## config.mk

```make
export PLATFORM = sky130hd
export DESIGN_NAME = vga_ram_arbiter
export DESIGN_NICKNAME = d
export VERILOG_FILES = /design/src/rtl/vga_ram_pkg.sv /design/src/rtl/sat_counter.sv /design/src/rtl/vga_ram_arbiter.sv
export SDC_FILE = /design/constraint.sdc
export NUM_CORES = 1
export LEC_CHECK = 0
export BUFFER_PORTS_ARGS = -buffer_cell sky130_fd_sc_hd__clkbuf_2
export CAP_MARGIN = 30
export CORE_MARGIN = 10
export CORE_UTILIZATION = 47
export DETAILED_ROUTE_END_ITERATION = 12
export GPL_ROUTABILITY_DRIVEN = 0
export PLACE_DENSITY = 0.75
export SYNTH_ARGS = -nofsm -noshare
export SYNTH_HDL_FRONTEND = slang
export SYNTH_SLANG_ARGS = --single-unit
```

## constraint.sdc

```tcl
create_clock -name pix_clk -period 2.2 [get_ports pix_clk]
set_clock_uncertainty 0.15 [all_clocks]
set_input_delay 0.66 -clock pix_clk [delete_from_list [all_inputs] [get_ports pix_clk]]
set_output_delay 0.66 -clock pix_clk [all_outputs]
set_load 0.005 [all_outputs]
```

## src/rtl/vga_ram_pkg.sv

```systemverilog
// Shared definitions for the VGA / secondary RAM port-B arbiter:
// read-owner tag encoding and the default starvation threshold.
package vga_ram_pkg;

  typedef enum logic [1:0] {
    OWN_NONE   = 2'd0,
    OWN_VGA    = 2'd1,
    OWN_SEC_RD = 2'd2
  } owner_t;

  localparam int STARVE_LIMIT_DEF = 64;

endpackage

```

## src/rtl/sat_counter.sv

```systemverilog
// Saturating up-counter with load > clear > increment priority.
// One cycle from control input to updated count; holds at all-ones.
module sat_counter #(
  parameter int WIDTH = 16
) (
  input  logic             pix_clk,
  input  logic             reset_n,
  input  logic             clr,
  input  logic             inc,
  input  logic             load,
  input  logic [WIDTH-1:0] load_val,
  output logic [WIDTH-1:0] cnt
);

  always_ff @(posedge pix_clk or negedge reset_n) begin
    if (!reset_n) begin
      cnt <= '0;
    end else if (load) begin
      cnt <= load_val;
    end else if (clr) begin
      cnt <= '0;
    end else if (inc && (cnt != '1)) begin
      cnt <= cnt + 1'b1;
    end
  end

endmodule

```

## src/rtl/vga_ram_arbiter.sv

```systemverilog
// Shares RAM port B: VGA always wins, secondary uses valid/ready; 2-edge read latency.
// Secondary is refused whenever vga_req is high; reads are tagged so data returns to its issuer.
module vga_ram_arbiter
  import vga_ram_pkg::*;
#(
  parameter int ADDR_WIDTH   = 16,
  parameter int DATA_WIDTH   = 16,
  parameter int STARVE_LIMIT = STARVE_LIMIT_DEF
) (
  input  logic                  pix_clk,
  input  logic                  reset_n,
  input  logic                  vga_req,
  input  logic [ADDR_WIDTH-1:0] vga_addr,
  output logic                  vga_rvalid,
  output logic [DATA_WIDTH-1:0] vga_rdata,
  input  logic                  sec_valid,
  output logic                  sec_ready,
  input  logic                  sec_we,
  input  logic [ADDR_WIDTH-1:0] sec_addr,
  input  logic [DATA_WIDTH-1:0] sec_wdata,
  output logic                  sec_rvalid,
  output logic [DATA_WIDTH-1:0] sec_rdata,
  input  logic                  frame_start,
  input  logic                  starve_clr,
  output logic                  sec_starved,
  output logic [15:0]           sec_frame_cnt,
  output logic [ADDR_WIDTH-1:0] ram_addr_b,
  output logic                  ram_we_b,
  output logic [DATA_WIDTH-1:0] ram_d_b,
  input  logic [DATA_WIDTH-1:0] ram_q_b
);

  localparam logic [15:0] STARVE_THR = 16'(STARVE_LIMIT - 1);

  owner_t      tag;
  owner_t      rtag;
  logic        accept;
  logic        refused;
  logic [15:0] starve_cnt;
  logic [15:0] run_cnt;

  assign sec_ready = sec_valid & ~vga_req;
  assign accept    = sec_valid & sec_ready;
  assign refused   = sec_valid & ~sec_ready;

  assign vga_rvalid = (rtag == OWN_VGA);
  assign sec_rvalid = (rtag == OWN_SEC_RD);
  assign vga_rdata  = ram_q_b;
  assign sec_rdata  = ram_q_b;

  // Issue register plus a one-deep tag delay matching the RAM read latency.
  always_ff @(posedge pix_clk or negedge reset_n) begin
    if (!reset_n) begin
      ram_addr_b <= '0;
      ram_we_b   <= 1'b0;
      ram_d_b    <= '0;
      tag        <= OWN_NONE;
      rtag       <= OWN_NONE;
    end else begin
      rtag <= tag;
      if (vga_req) begin
        ram_addr_b <= vga_addr;
        ram_we_b   <= 1'b0;
        ram_d_b    <= '0;
        tag        <= OWN_VGA;
      end else if (accept) begin
        ram_addr_b <= sec_addr;
        ram_we_b   <= sec_we;
        ram_d_b    <= sec_wdata;
        tag        <= sec_we ? OWN_NONE : OWN_SEC_RD;
      end else begin
        ram_addr_b <= '0;
        ram_we_b   <= 1'b0;
        ram_d_b    <= '0;
        tag        <= OWN_NONE;
      end
    end
  end

  sat_counter #(.WIDTH(16)) u_starve_cnt (
    .pix_clk  (pix_clk),
    .reset_n  (reset_n),
    .clr      (~sec_valid | accept),
    .inc      (refused),
    .load     (1'b0),
    .load_val (16'd0),
    .cnt      (starve_cnt)
  );

  // An accept coincident with frame_start belongs to the new frame.
  sat_counter #(.WIDTH(16)) u_frame_cnt (
    .pix_clk  (pix_clk),
    .reset_n  (reset_n),
    .clr      (1'b0),
    .inc      (accept),
    .load     (frame_start),
    .load_val ({15'd0, accept}),
    .cnt      (run_cnt)
  );

  always_ff @(posedge pix_clk or negedge reset_n) begin
    if (!reset_n) begin
      sec_starved   <= 1'b0;
      sec_frame_cnt <= 16'd0;
    end else begin
      if (refused && (starve_cnt >= STARVE_THR)) begin
        sec_starved <= 1'b1;
      end else if (starve_clr) begin
        sec_starved <= 1'b0;
      end
      if (frame_start) begin
        sec_frame_cnt <= run_cnt;
      end
    end
  end

endmodule

```

==> qor.txt <==
outcome - finished, final reports clean
clock-pin slew on the worst setup and hold paths - 80 ps
Synth Cell Area - 3920 um2
Main synth FF type - dfrtp_1
Die ar. - 12,400 um2
Synthesized Nets - 428
CP Data Required Time - 1390 ps
Worst Path Max Fanout - 5
sequential area share after synthesis - 55.0%
NumNets Final - 512
measured slew at the worst slew-check pin - 609 ps
Residual DRC - 0
Slew headroom - 59.4%
Layout Cells excl Fill - 548
hold crit path type - in2async
FMAX - 495 MHz
Routed WL - 9100 um
met1 GRT Util - 17.4%
num rows - 33
Post-Synthesis Cells - 355
total grt overflow - 0
Tmin final - 2020 ps
Worst Setup End Kind - output pin
Distinct cells, synth - 48
# H-tree levels - 3
Hold Buf Count CTS - 0
I/O pin cnt - 156
# port buffers - 107
worst reg2reg path endpoint - u_frame_cnt.cnt[1]
most frequent cells in the layout - clkbuf_2, dfrtp_1, nand2_1, a21oi_1, and2_1
Power Dens Cells - 663 nW/um2
synth-to-layout area growth - 17.5%
Final Setup Violations - 0
unrepaired setup endpoints after global routing - no
CP Launch Type - input pin
clock buffer depth - 2
largest net degree at the start of global routing - 37
routed length per instance - 16.6 um
DR vias - 2,986
layout cells sized above 1 - 34.1%
global routing usage on met2 - 22.9%
Critical Path Sink - sec_ready
post-cts repair resize count - 0
GR Util met3 - 5.63%
Final Max Slew Viols - 0
Layout fillers - 723
Worst Path Arrival - 1210 ps
CTS Root Cell - clkbuf_8
VDD IR max - 0.489 mV
CORE AREA - 8180 um2
Syn Area/Cell - 11.0 um2
GR peak layer - met2
GRT Overall Usage - 14.6%
TNS Setup - 0 ps
drt first pass iters - 4
die height - 111 um
LEAKAGE - 0.00223 uW
Num CTS Buffers - 9
Starting Density - 47.9%
flop-to-flop setup slack - 270 ps
Seq cells post-synth - 86
1st-iter DRT viols - 234
vias in the first global route - 3,150
initial antenna violation count - 0
worst reg2reg path depth - 4
# diodes - 0
Setup CP Type - in2out
Reg area - 2150 um2
CTS tree - built
Hold Fails Final Rpt - 0
post-CTS setup buffer count - 0
worst-skew pair later-pin latency - 350 ps
first-pass GRT wire length - 15,300 um
Warnings, synthesis - 0
Placed Instances - 533
area of the multi-input gates - 1440 um2
Die Span X - 111 um
async set-reset flop share out of synthesis - 100%
commonest non-fill, non-tap cell in the layout - clkbuf_2
Post-synth EDFFs - 0
fin crit share - 91.8%
Worst Setup SP - sec_valid
Reg2Reg Launch Point - u_frame_cnt.cnt[8]
post-DP HPWL - 6880 um
Vias per Instance - 5.45
post-route ant nets - 0
clock sinks - 86
max_cap viols - 0
## where the power goes
part,switching (uW),internal [uW]
clock,532,640
sequential,21.3,1630
combinational,120,112
## sequential cells by signal (all words and copies together), names as in the netlist
| register | cells |
|---|---|
| tag | 2 |
| ram_addr_b | 16 |
| ram_d_b | 16 |
| ram_we_b | 1 |
| u_starve_cnt.cnt | 16 |
| sec_frame_cnt | 16 |
| sec_starved | 1 |
| rtag | 2 |
| u_frame_cnt.cnt | 16 |
## layer usage
layer / vias to the layer above / share of wire, %
met5: - / 0
met4: 0 / 2.3
met3: 26 / 8.2
met2: 110 / 46
met1: 1426 / 44
li1: 1424 / -
## synthesized netlist by cell type (2+ instances only)
cell / n / share of area (%)
o31ai_1: 5 / 0.96
and4_1: 2 / 0.45
o311ai_0: 2 / 0.45
buf_4: 32 / 6.1
o41ai_1: 2 / 0.45
nor2b_1: 3 / 0.48
nand4_1: 6 / 0.96
ha_1: 2 / 0.64
a2111o_1: 3 / 0.86
mux2_2: 16 / 4.6
or4_1: 6 / 1.2
nand2b_1: 4 / 0.64
mux2i_1: 3 / 0.77
a22o_1: 16 / 3.6
nor3_1: 10 / 1.3
and3_1: 4 / 0.64
o211ai_1: 3 / 0.58
or3_1: 6 / 0.96
a21oi_1: 21 / 2.7
nand3_1: 14 / 1.8
clkbuf_1: 12 / 1.2
o21ai_0: 16 / 2.0
and2_1: 19 / 3.0
nor4_1: 5 / 0.80
nor2_1: 11 / 1.1
nand2_1: 21 / 2.0
inv_1: 5 / 0.48
dfrtp_1: 86 / 55
## how the worst min path moves through the flow
stage                     slack [ps]                   to     from
after floorplan                  180              rtag[0]   tag[0]
after global placement           190              rtag[1]   tag[1]
after detailed placement         200              rtag[1]   tag[1]
after CTS                         90   u_frame_cnt.cnt[5]  reset_n
after global routing             120  u_starve_cnt.cnt[4]  reset_n
final                             90          sec_starved  reset_n
## layout make-up
| class | count | area share, % |
|---|---|---|
| Multi-Input combinational cell | 217 | 31.3 |
| Clock inverter | 3 | 1.49 |
| Clock buffer | 12 | 2.94 |
| Sequential cell | 86 | 46.8 |
| Tap cell | 105 | 2.85 |
| Timing Repair Buffer | 119 | 14.2 |
| Inverter | 6 | 0.489 |
## critical path, stage by stage
cell	delay (ps)
clkbuf_2	130
nand2b_1	170
clkinv_1	110
clkbuf_2	130
## per-stage QoR
step / total power (uW) / hold slack, ps / instance area, um2 / setup slack [ps] / utilization [%]
floorplan: 1800 / 181 / 3920 / 181 / -
global placement: 1910 / 191 / 4400 / 98.2 / 53.8
detailed placement: 1920 / 196 / 4400 / 18.9 / 53.8
CTS: 3090 / 93.5 / 4600 / 175 / 56.3
global route: 3180 / 115 / 4600 / 78.5 / 56.3
finish: 3050 / 86.6 / 4600 / 180 / 56.3
## cell families (layout without fill, tap and decap cells)
group	count (synthesis)	after routing	synth area share (%)
AO/OA/AOI/OAI	74	74	12.8
multiplexers	19	19	5.37
XOR/XNOR	1	1	0.224
buffers and inverters	52	140	8.27
adder cells (fa/ha/maj)	2	2	0.639
flip-flops	86	86	55.0
AND/OR/NAND/NOR	121	121	17.7
Note: power is estimated with default switching activity, not from simulation.
